--- src/rtl/canvas_arbiter_if.sv ---
// Client-side access bus of the canvas arbiter: two request/grant ports and a
// shared read-return path.
interface canvas_arbiter_if #(
   parameter int unsigned CBITS = 12
);
   logic             req0;
   logic             req1;
   logic             we0;
   logic             we1;
   logic [16:0]      addr0;
   logic [16:0]      addr1;
   logic [CBITS-1:0] wdata0;
   logic [CBITS-1:0] wdata1;
   logic             gnt0;
   logic             gnt1;
   logic             rvalid0;
   logic             rvalid1;
   logic [CBITS-1:0] rdata;

   modport master (
      output req0, req1, we0, we1, addr0, addr1, wdata0, wdata1,
      input  gnt0, gnt1, rvalid0, rvalid1, rdata
   );

   modport slave (
      input  req0, req1, we0, we1, addr0, addr1, wdata0, wdata1,
      output gnt0, gnt1, rvalid0, rvalid1, rdata
   );
endinterface

--- src/rtl/canvas_arbiter.sv ---
// Shares one single-port canvas RAM between two round-robin clients and a
// low-priority flush scanner that streams the canvas to the VGA adapter.
module canvas_arbiter #(
   parameter int unsigned WIDTH  = 320,
   parameter int unsigned HEIGHT = 240,
   parameter int unsigned CBITS  = 12
) (
   input  logic               clock,
   input  logic               resetn,
   canvas_arbiter_if.slave    cli,
   input  logic               flush_start,
   output logic               flush_busy,
   output logic               flush_done,
   output logic [16:0]        mem_addr,
   output logic [CBITS-1:0]   mem_data,
   output logic               mem_wren,
   input  logic [CBITS-1:0]   mem_q,
   output logic [8:0]         vga_x,
   output logic [7:0]         vga_y,
   output logic [CBITS-1:0]   vga_color,
   output logic               vga_plot
);
   localparam int unsigned ABITS = 17;
   localparam int unsigned XBITS = 9;
   localparam int unsigned YBITS = 8;
   localparam int unsigned NPIX  = WIDTH * HEIGHT;

   localparam logic [1:0] S_IDLE  = 2'd0;
   localparam logic [1:0] S_SCAN  = 2'd1;
   localparam logic [1:0] S_DRAIN = 2'd2;

   logic [1:0]       state_q, state_d;
   logic [XBITS-1:0] x_q, x_d;
   logic [YBITS-1:0] y_q, y_d;
   logic [ABITS-1:0] a_q, a_d;
   logic             last1_q;
   logic             rv0_q, rv1_q, oor_q;
   logic             plot_q;
   logic [XBITS-1:0] vx_q;
   logic [YBITS-1:0] vy_q;
   logic [CBITS-1:0] col_q;
   logic             scan_rd;
   logic             cli_oor;

   // Round-robin between clients; last1_q records who was served most recently.
   always_comb begin
      cli.gnt0 = 1'b0;
      cli.gnt1 = 1'b0;
      if (cli.req0 && cli.req1) begin
         cli.gnt0 = last1_q;
         cli.gnt1 = ~last1_q;
      end else begin
         cli.gnt0 = cli.req0;
         cli.gnt1 = cli.req1;
      end
   end

   assign scan_rd = (state_q == S_SCAN) && !cli.req0 && !cli.req1;

   // RAM port mux; out-of-canvas client accesses are granted but never write.
   always_comb begin
      mem_addr = '0;
      mem_data = '0;
      mem_wren = 1'b0;
      cli_oor  = 1'b0;
      if (cli.gnt0) begin
         cli_oor  = 32'(cli.addr0) >= NPIX;
         mem_addr = cli.addr0;
         mem_data = cli.wdata0;
         mem_wren = cli.we0 && !cli_oor;
      end else if (cli.gnt1) begin
         cli_oor  = 32'(cli.addr1) >= NPIX;
         mem_addr = cli.addr1;
         mem_data = cli.wdata1;
         mem_wren = cli.we1 && !cli_oor;
      end else if (scan_rd) begin
         mem_addr = a_q;
      end
   end

   // Flush scanner next-state: raster walk that only advances on issued reads.
   always_comb begin
      state_d = state_q;
      x_d     = x_q;
      y_d     = y_q;
      a_d     = a_q;
      case (state_q)
         S_IDLE: begin
            if (flush_start) begin
               state_d = S_SCAN;
               x_d     = '0;
               y_d     = '0;
               a_d     = '0;
            end
         end
         S_SCAN: begin
            if (scan_rd) begin
               a_d = a_q + 17'd1;
               if (x_q == XBITS'(WIDTH - 1)) begin
                  x_d = '0;
                  if (y_q == YBITS'(HEIGHT - 1)) begin
                     state_d = S_DRAIN;
                     y_d     = '0;
                     a_d     = '0;
                  end else begin
                     y_d = y_q + 8'd1;
                  end
               end else begin
                  x_d = x_q + 9'd1;
               end
            end
         end
         S_DRAIN: state_d = S_IDLE;
         default: state_d = S_IDLE;
      endcase
   end

   always_ff @(posedge clock) begin
      if (!resetn) begin
         state_q <= S_IDLE;
         x_q     <= '0;
         y_q     <= '0;
         a_q     <= '0;
         last1_q <= 1'b1;
         rv0_q   <= 1'b0;
         rv1_q   <= 1'b0;
         oor_q   <= 1'b0;
         plot_q  <= 1'b0;
         vx_q    <= '0;
         vy_q    <= '0;
         col_q   <= '0;
      end else begin
         state_q <= state_d;
         x_q     <= x_d;
         y_q     <= y_d;
         a_q     <= a_d;
         if (cli.gnt0)      last1_q <= 1'b0;
         else if (cli.gnt1) last1_q <= 1'b1;
         rv0_q   <= cli.gnt0 && !cli.we0;
         rv1_q   <= cli.gnt1 && !cli.we1;
         oor_q   <= cli_oor;
         plot_q  <= scan_rd;
         if (scan_rd) begin
            vx_q <= x_q;
            vy_q <= y_q;
         end
         if (plot_q) col_q <= mem_q;
      end
   end

   assign cli.rvalid0 = rv0_q;
   assign cli.rvalid1 = rv1_q;
   assign cli.rdata   = ((rv0_q || rv1_q) && !oor_q) ? mem_q : '0;
   assign flush_busy  = (state_q != S_IDLE);
   assign flush_done  = (state_q == S_DRAIN);
   assign vga_plot    = plot_q;
   assign vga_x       = vx_q;
   assign vga_y       = vy_q;
   // RAM data lands the cycle after the read; hold the last colour otherwise.
   assign vga_color   = plot_q ? mem_q : col_q;
endmodule

--- src/flat_wrapper.sv ---
// flat-port wrapper written by rule: the top's interface ports become plain ports
module canvas_arbiter_flat 
#(
   parameter int unsigned WIDTH  = 320,
   parameter int unsigned HEIGHT = 240,
   parameter int unsigned CBITS  = 12
)
  (clock, resetn, flush_start, flush_busy, flush_done, mem_addr, mem_data, mem_wren, mem_q, vga_x, vga_y, vga_color, vga_plot, cli_req0, cli_req1, cli_we0, cli_we1, cli_addr0, cli_addr1, cli_wdata0, cli_wdata1, cli_gnt0, cli_gnt1, cli_rvalid0, cli_rvalid1, cli_rdata);
  canvas_arbiter_if #(.CBITS(CBITS)) cli_i ();
  input  logic clock;
  input  logic resetn;
  input  logic flush_start;
  output logic flush_busy;
  output logic flush_done;
  output logic [16:0] mem_addr;
  output logic [CBITS-1:0] mem_data;
  output logic mem_wren;
  input  logic [CBITS-1:0] mem_q;
  output logic [8:0] vga_x;
  output logic [7:0] vga_y;
  output logic [CBITS-1:0] vga_color;
  output logic vga_plot;
  input wire logic [$bits(cli_i.req0)-1:0] cli_req0;
  input wire logic [$bits(cli_i.req1)-1:0] cli_req1;
  input wire logic [$bits(cli_i.we0)-1:0] cli_we0;
  input wire logic [$bits(cli_i.we1)-1:0] cli_we1;
  input wire logic [$bits(cli_i.addr0)-1:0] cli_addr0;
  input wire logic [$bits(cli_i.addr1)-1:0] cli_addr1;
  input wire logic [$bits(cli_i.wdata0)-1:0] cli_wdata0;
  input wire logic [$bits(cli_i.wdata1)-1:0] cli_wdata1;
  output wire logic [$bits(cli_i.gnt0)-1:0] cli_gnt0;
  output wire logic [$bits(cli_i.gnt1)-1:0] cli_gnt1;
  output wire logic [$bits(cli_i.rvalid0)-1:0] cli_rvalid0;
  output wire logic [$bits(cli_i.rvalid1)-1:0] cli_rvalid1;
  output wire logic [$bits(cli_i.rdata)-1:0] cli_rdata;
  assign cli_i.req0 = cli_req0;
  assign cli_i.req1 = cli_req1;
  assign cli_i.we0 = cli_we0;
  assign cli_i.we1 = cli_we1;
  assign cli_i.addr0 = cli_addr0;
  assign cli_i.addr1 = cli_addr1;
  assign cli_i.wdata0 = cli_wdata0;
  assign cli_i.wdata1 = cli_wdata1;
  assign cli_gnt0 = cli_i.gnt0;
  assign cli_gnt1 = cli_i.gnt1;
  assign cli_rvalid0 = cli_i.rvalid0;
  assign cli_rvalid1 = cli_i.rvalid1;
  assign cli_rdata = cli_i.rdata;
  canvas_arbiter #(.WIDTH(WIDTH), .HEIGHT(HEIGHT), .CBITS(CBITS)) u_core (.clock(clock), .resetn(resetn), .cli(cli_i), .flush_start(flush_start), .flush_busy(flush_busy), .flush_done(flush_done), .mem_addr(mem_addr), .mem_data(mem_data), .mem_wren(mem_wren), .mem_q(mem_q), .vga_x(vga_x), .vga_y(vga_y), .vga_color(vga_color), .vga_plot(vga_plot));
endmodule
--- config.mk ---
export PLATFORM = sky130hd
export DESIGN_NAME = canvas_arbiter_flat
export DESIGN_NICKNAME = d
export VERILOG_FILES = /design/src/rtl/canvas_arbiter_if.sv /design/src/rtl/canvas_arbiter.sv /design/src/flat_wrapper.sv
export SDC_FILE = /design/constraint.sdc
export NUM_CORES = 1
export LEC_CHECK = 0
export BUFFER_PORTS_ARGS = -buffer_cell sky130_fd_sc_hd__buf_2
export CORE_ASPECT_RATIO = 1.75
export CORE_MARGIN = 8
export CORE_UTILIZATION = 39
export DETAILED_ROUTE_END_ITERATION = 6
export PLACE_DENSITY = 0.69
export SLEW_MARGIN = 0
export SYNTH_ARGS = -nofsm -noshare
export SYNTH_HDL_FRONTEND = slang
export SYNTH_SLANG_ARGS = --single-unit
--- constraint.sdc ---
create_clock -name clock -period 2.1 [get_ports clock]
set_input_delay 0.315 -clock clock [delete_from_list [all_inputs] [get_ports clock]]
set_output_delay 0.315 -clock clock [all_outputs]
set_load 0.1 [all_outputs]
* Word-level counts from Yosys, hierarchy flattened
Index checks and enable logic that the tools add are counted.
** Word-level totals
- Register bits :: 70
- Output and inout port bits :: 78
- Logic and storage cells :: 83
** Operators by class
- Add/subtract/negate cells :: 3
- Magnitude comparators :: 2
- Equal/unequal tests :: 8
- Mux-type cells :: 34
- Bitwise gates (word level) :: 1
- Reduce and logical (&&, ||, !) cells :: 23
** Operator list (number)
- two-way mux 17 bit :: 7
- two-way mux 12 bit :: 4
- >= comparator 17 bit (second input constant) :: 2
- case mux 17 bit (2 select lines) :: 1
- two-way mux 8 bit :: 4
- two-way mux 9 bit :: 3
- case mux 9 bit (2 select lines) :: 1
- adder 17 x 1 -> 17 bit (second input constant) :: 1
- case mux 8 bit (2 select lines) :: 1
- adder 9 x 1 -> 9 bit (second input constant) :: 1
- == test 9 bit (second input constant) :: 1
- adder 8 x 1 -> 8 bit (second input constant) :: 1
- == test 8 bit (second input constant) :: 1
- logical AND 1 bit :: 8
- two-way mux 1 bit :: 8
- two-way mux 2 bit :: 4
- AND reduction 4 bit :: 2
- zero test 1 bit :: 7
- inequality test 2 bit (second input constant) :: 3
- nonzero test 2 bit :: 3
- case mux 2 bit (2 select lines) :: 1
- AND reduction 3 bit :: 1
- == test 2 x 1 -> 1 bit (second input constant) :: 1
- == test 2 bit (second input constant) :: 1
- 4 further kinds :: 4

* Logic depth before layout (Yosys ltp)
- Depth after elaboration :: 6
- Mapped depth :: 6
- Mapped depth without buffers :: 5

* Least setup slack after synthesis
No wires, ideal clock.
- Path type :: input -> output
- From :: input cli_req1
- To :: output mem_wren
- Arrival :: 3628 ps
- Path slack :: -1843 ps
- Stages :: 5
- Cell sequence :: clkbuf_1 -> a21boi_1 -> clkbuf_1 -> nand2_1 -> o22ai_1
** On the way
- Word-level cells in the longest chain between the ends :: 4
- Elaborated cells between the ends (all ways) :: 5
- Those cells by class :: mux (4); reduce/logical (1)
** Ends and longest elaborated chain
- start: declaration :: RTL line flat_wrapper.sv:24 : input wire logic [$bits(cli_i.req1)-1:0] cli_req1;
- logical AND 1 bit :: RTL line canvas_arbiter.sv:49 : if (cli.req0 && cli.req1) begin
- two-way mux 1 bit (*) :: RTL line canvas_arbiter.sv:49
- net cli_gnt1 :: RTL line flat_wrapper.sv:32 : output wire logic [$bits(cli_i.gnt1)-1:0] cli_gnt1;
- two-way mux 1 bit (*) :: RTL line canvas_arbiter.sv:71 : end else if (cli.gnt1) begin
- two-way mux 1 bit (*) :: RTL line canvas_arbiter.sv:66 : if (cli.gnt0) begin
- end: declaration :: RTL line flat_wrapper.sv:17 : output logic mem_wren;
The timed path passes the listed nets; every way through them passes the cells marked *.

* Worst setup path in the final report
- From :: register u_core.state_q[0]
- To :: output mem_addr[1]
** On the way
- Word-level cells in the longest chain between the ends :: 6
** Ends and longest elaborated chain
- start: declaration :: RTL line canvas_arbiter.sv:32 : logic [1:0] state_q, state_d;
- start signal: assignment :: RTL line canvas_arbiter.sv:133 : state_q <= state_d;
- == test 2 x 1 -> 1 bit :: RTL line canvas_arbiter.sv:58 : assign scan_rd = (state_q == S_SCAN) && !cli.req0 && !cli.req1;
- logical AND 1 bit (2 in a row) :: RTL line canvas_arbiter.sv:58
- two-way mux 17 bit :: RTL line canvas_arbiter.sv:76 : end else if (scan_rd) begin
- two-way mux 17 bit :: RTL line canvas_arbiter.sv:71
- two-way mux 17 bit :: RTL line canvas_arbiter.sv:66
- end: declaration :: RTL line flat_wrapper.sv:15 : output logic [16:0] mem_addr;
Every way passes these cells.

==> results.sh <==
export IMPL_die_h_um=144.1
export IMPL_critical_path_max_stage_delay_ns=0.35
export IMPL_vias=3956
export IMPL_cts_buffers=9
export IMPL_skew_ns=0.007515
export IMPL_hold_class="in -> reg"
export IMPL_yosys_top_cells_count="dfxtp_1, nand2_1, a21oi_1"
export IMPL_critical_path_endpoint_type="output port"
export IMPL_syn2layout_area_growth_pct=56.99
export IMPL_ant_nets=0
export IMPL_worstHoldStart="cli_we0"
export IMPL_worstPathRequired_ns=1.78
export IMPL_clock_root_buffer="clkbuf_16"
export IMPL_cts_buffer_depth=2
export IMPL_ys_warn_count=0
export IMPL_regToRegEndpoint="u_core.a_q[11]"
export IMPL_synth_edf_count=0
export IMPL_maxCapViolCount=0
export IMPL_outcome="completed"
export IMPL_ios=155
export IMPL_num_nets_final=689
export IMPL_overflow=0
export IMPL_drc=0
export IMPL_ctsHoldBuffers=0
export IMPL_ys_async_sr_fraction_pct=0
export IMPL_path_buf_inv=3
export IMPL_drt_vias_per_instance=5.375
export IMPL_min_period_over_period_pct=96.08
export IMPL_clk_latency_ns=0.33
export IMPL_period_needed_ns=2.018
export IMPL_n_antenna_cell=0
export IMPL_drt_iter0_drc=193
export IMPL_core_area_um2=9291
export IMPL_holdPathStages=2
export IMPL_reg2reg_slack_ns=0.17
export IMPL_grtUsageTotal_pct=18.95
export IMPL_htree_levels=3
export IMPL_rsz0062_at_grt="no"
export IMPL_critical_path_arrival_ns=1.70
export IMPL_fill_cells=809
export IMPL_hpwl_um=9882
export IMPL_grt_pass1_wl_um=18890
export IMPL_grt_pass1_vias=3890
export IMPL_p_leak_nw=2.330
export IMPL_yosysTopAreaCellShare_pct=38.29
export IMPL_worst_pin_slew_ns=0.6921
export IMPL_dieWidth_um=89.23
export IMPL_cp_max_fo=10
export IMPL_yosys_top_cells_area="dfxtp_1, nand2_1, a21oi_1"
export IMPL_routed_wl_um=12640
export IMPL_fmax_mhz=495.6
export IMPL_dp_cells=715
export IMPL_dominantRegCellSynth="dfxtp_1"
export IMPL_path_clk_slew_ns=0.05
export IMPL_cp_start_kind="flip-flop"
export IMPL_slew_headroom_pct=53.28
export IMPL_holdPathEnd="u_core.cli.rvalid0"
export IMPL_ir_worst_vdd_v=0.0005020
export IMPL_initial_core_util_pct=39.39
export IMPL_synth_area_per_cell_um2=8.169
export IMPL_place_congestion=0.9399
export IMPL_synth_cells=448
export IMPL_std_cell_rows=47
export IMPL_yosysSeqAreaShare_pct=38.29
export IMPL_final_area_um2=5746
export IMPL_slowest_stage="a22oi_1"
export IMPL_synth_cell_type_count=52
export IMPL_crit_path_frequent_cell="buf_12"
export IMPL_worstRegToRegCells=4
export IMPL_routedWlPerCell_um=17.17
export IMPL_powerDensity_nw_per_um2=718.8
export IMPL_final_cells=736
export IMPL_worstSetupPathType="reg -> out"
export IMPL_yosysTopAreaCell="dfxtp_1"
export IMPL_die_area_um2=12860
export IMPL_cp_top_family="buffers and inverters"
export IMPL_place_area_um2=5361
export IMPL_firstDrtPassIters=4
export IMPL_cts_sinks=70
export IMPL_synth_fp_nets=528
export IMPL_r2r_start="u_core.state_q[1]"
export IMPL_crit_chain="nor4b_4 > buf_4 > buf_12 > a22oi_1 > o21ai_4 > buf_12"
export IMPL_cts_tree="built"
export IMPL_grt_antenna_before_repair=0
export IMPL_slew_viol_final=0
export IMPL_port_buffers=154
export IMPL_final_layout_size_suffix_gt1_share_pct=41.86
export IMPL_yosysMostFrequentCell="dfxtp_1"
export IMPL_synth_area_um2=3660
export IMPL_grt_max_degree=30
export IMPL_finalHoldViolations=0
export IMPL_finalSetupViolations=0
export IMPL_ys_ff_latch=70
==> cell usage in the layout, fill, tap and decap left out, drive strengths merged, types with 9 or more instances in the layout <==
master	synthesis	layout
buf	7	175
dfxtp	70	70
nand2	63	63
a21oi	36	36
o21ai	32	32
and2	25	25
nor2	24	24
a22oi	18	18
mux2	12	12
xnor2	12	12
nand3	12	12
a22o	12	12
clkbuf	20	10
inv	8	10
or3	9	9
==> sequential cells by signal, indices dropped and copies added (netlist names) <==
name,flops
u_core.oor_q,1
u_core.cli.rvalid1,1
u_core.x_q,9
u_core.vga_x,9
u_core.last1_q,1
u_core.state_q,2
u_core.vga_y,8
u_core.vga_plot,1
u_core.col_q,12
u_core.a_q,17
u_core.y_q,8
u_core.cli.rvalid0,1
==> worst reg2reg max path: stages (launching register included) <==
cell,delay (ns)
dfxtp_2,0.35
or4b_4,0.54
a2111o_1,0.48
or3_1,0.35
a21oi_1,0.14
==> cell type report <==
type	instances	area, um^2	area share, %
Timing Repair Buffer	177	1491	25.96
Clock buffer	9	225.2	3.920
Sequential cell	70	1408	24.50
Inverter	9	33.78	0.5880
Tap cell	122	152.6	2.657
Multi-Input combinational cell	342	2362	41.12
Clock inverter	7	72.57	1.263
==> kinds of logic (layout without fill, tap and decap cells) <==
family,Yosys count,count (layout),share of synthesized area [%]
flip-flops,70,70,38.29
buffers and inverters,36,202,3.795
AND/OR/NAND/NOR,179,179,25.74
AO/OA/AOI/OAI,131,131,23.35
adder cells (fa/ha/maj),3,3,1.026
multiplexers,13,13,3.966
XOR/XNOR,16,16,3.829
==> how the worst max path moves through the flow <==
stage / startpoint / to / slack (ns) / cells after the start
after floorplan: cli_req1 / mem_wren / -0.22 / 5
after global placement: cli_req0 / u_core.a_q[9] / 0.11 / 5
after detailed placement: cli_req0 / u_core.a_q[11] / 0.06 / 5
after CTS: u_core.state_q[0] / mem_addr[1] / 0.01 / 5
after global routing: u_core.state_q[0] / mem_addr[1] / 0.003 / 6
final: u_core.state_q[0] / mem_addr[1] / 0.08 / 6
==> layer usage <==
metal  GRT usage [%]  vias to the layer above  part of all wire [%]  routed length, um
li1                -                     1951                     -                  -
met5               0                        -                     0                  0
met4           8.730                        0                   2.5                314
met1           18.59                     1819                    35               4474
met3           4.610                       24                   8.2               1031
met2           35.46                      162                    54               6819
==> what timing repair did <==
item | 4_1_cts | 5_1_grt
buffers inserted | 0 | 3
setup endpoints to repair | 12 | 17
resized for setup | 2 | 2
hold endpoints to repair | 0 | 0
pin swaps | 0 | 0
cloned | 1 | 1
==> report_power, final <==
part | internal (mW) | switching, mW
registers | 1.35 | 0.0154
logic | 0.425 | 0.841
clock network | 0.922 | 0.581
==> metrics by stage <==
stage          setup TNS (ns)  hold slack [ns]  setup slack, ns  total power, mW  util [%]
2_1_floorplan         -0.5655           0.3837          -0.2215            2.208         -
3_3_place_gp                0           0.4435           0.1102            2.623     57.70
3_5_place_dp                0           0.4468          0.06178            2.634     57.70
4_1_cts                     0           0.1488          0.01343            4.152     61.30
5_1_grt                     0           0.1531         0.003053            4.266     61.84
6_report                    0           0.1583          0.08232            4.130     61.84
No activity file was read; power rests on OpenSTA's default activity.
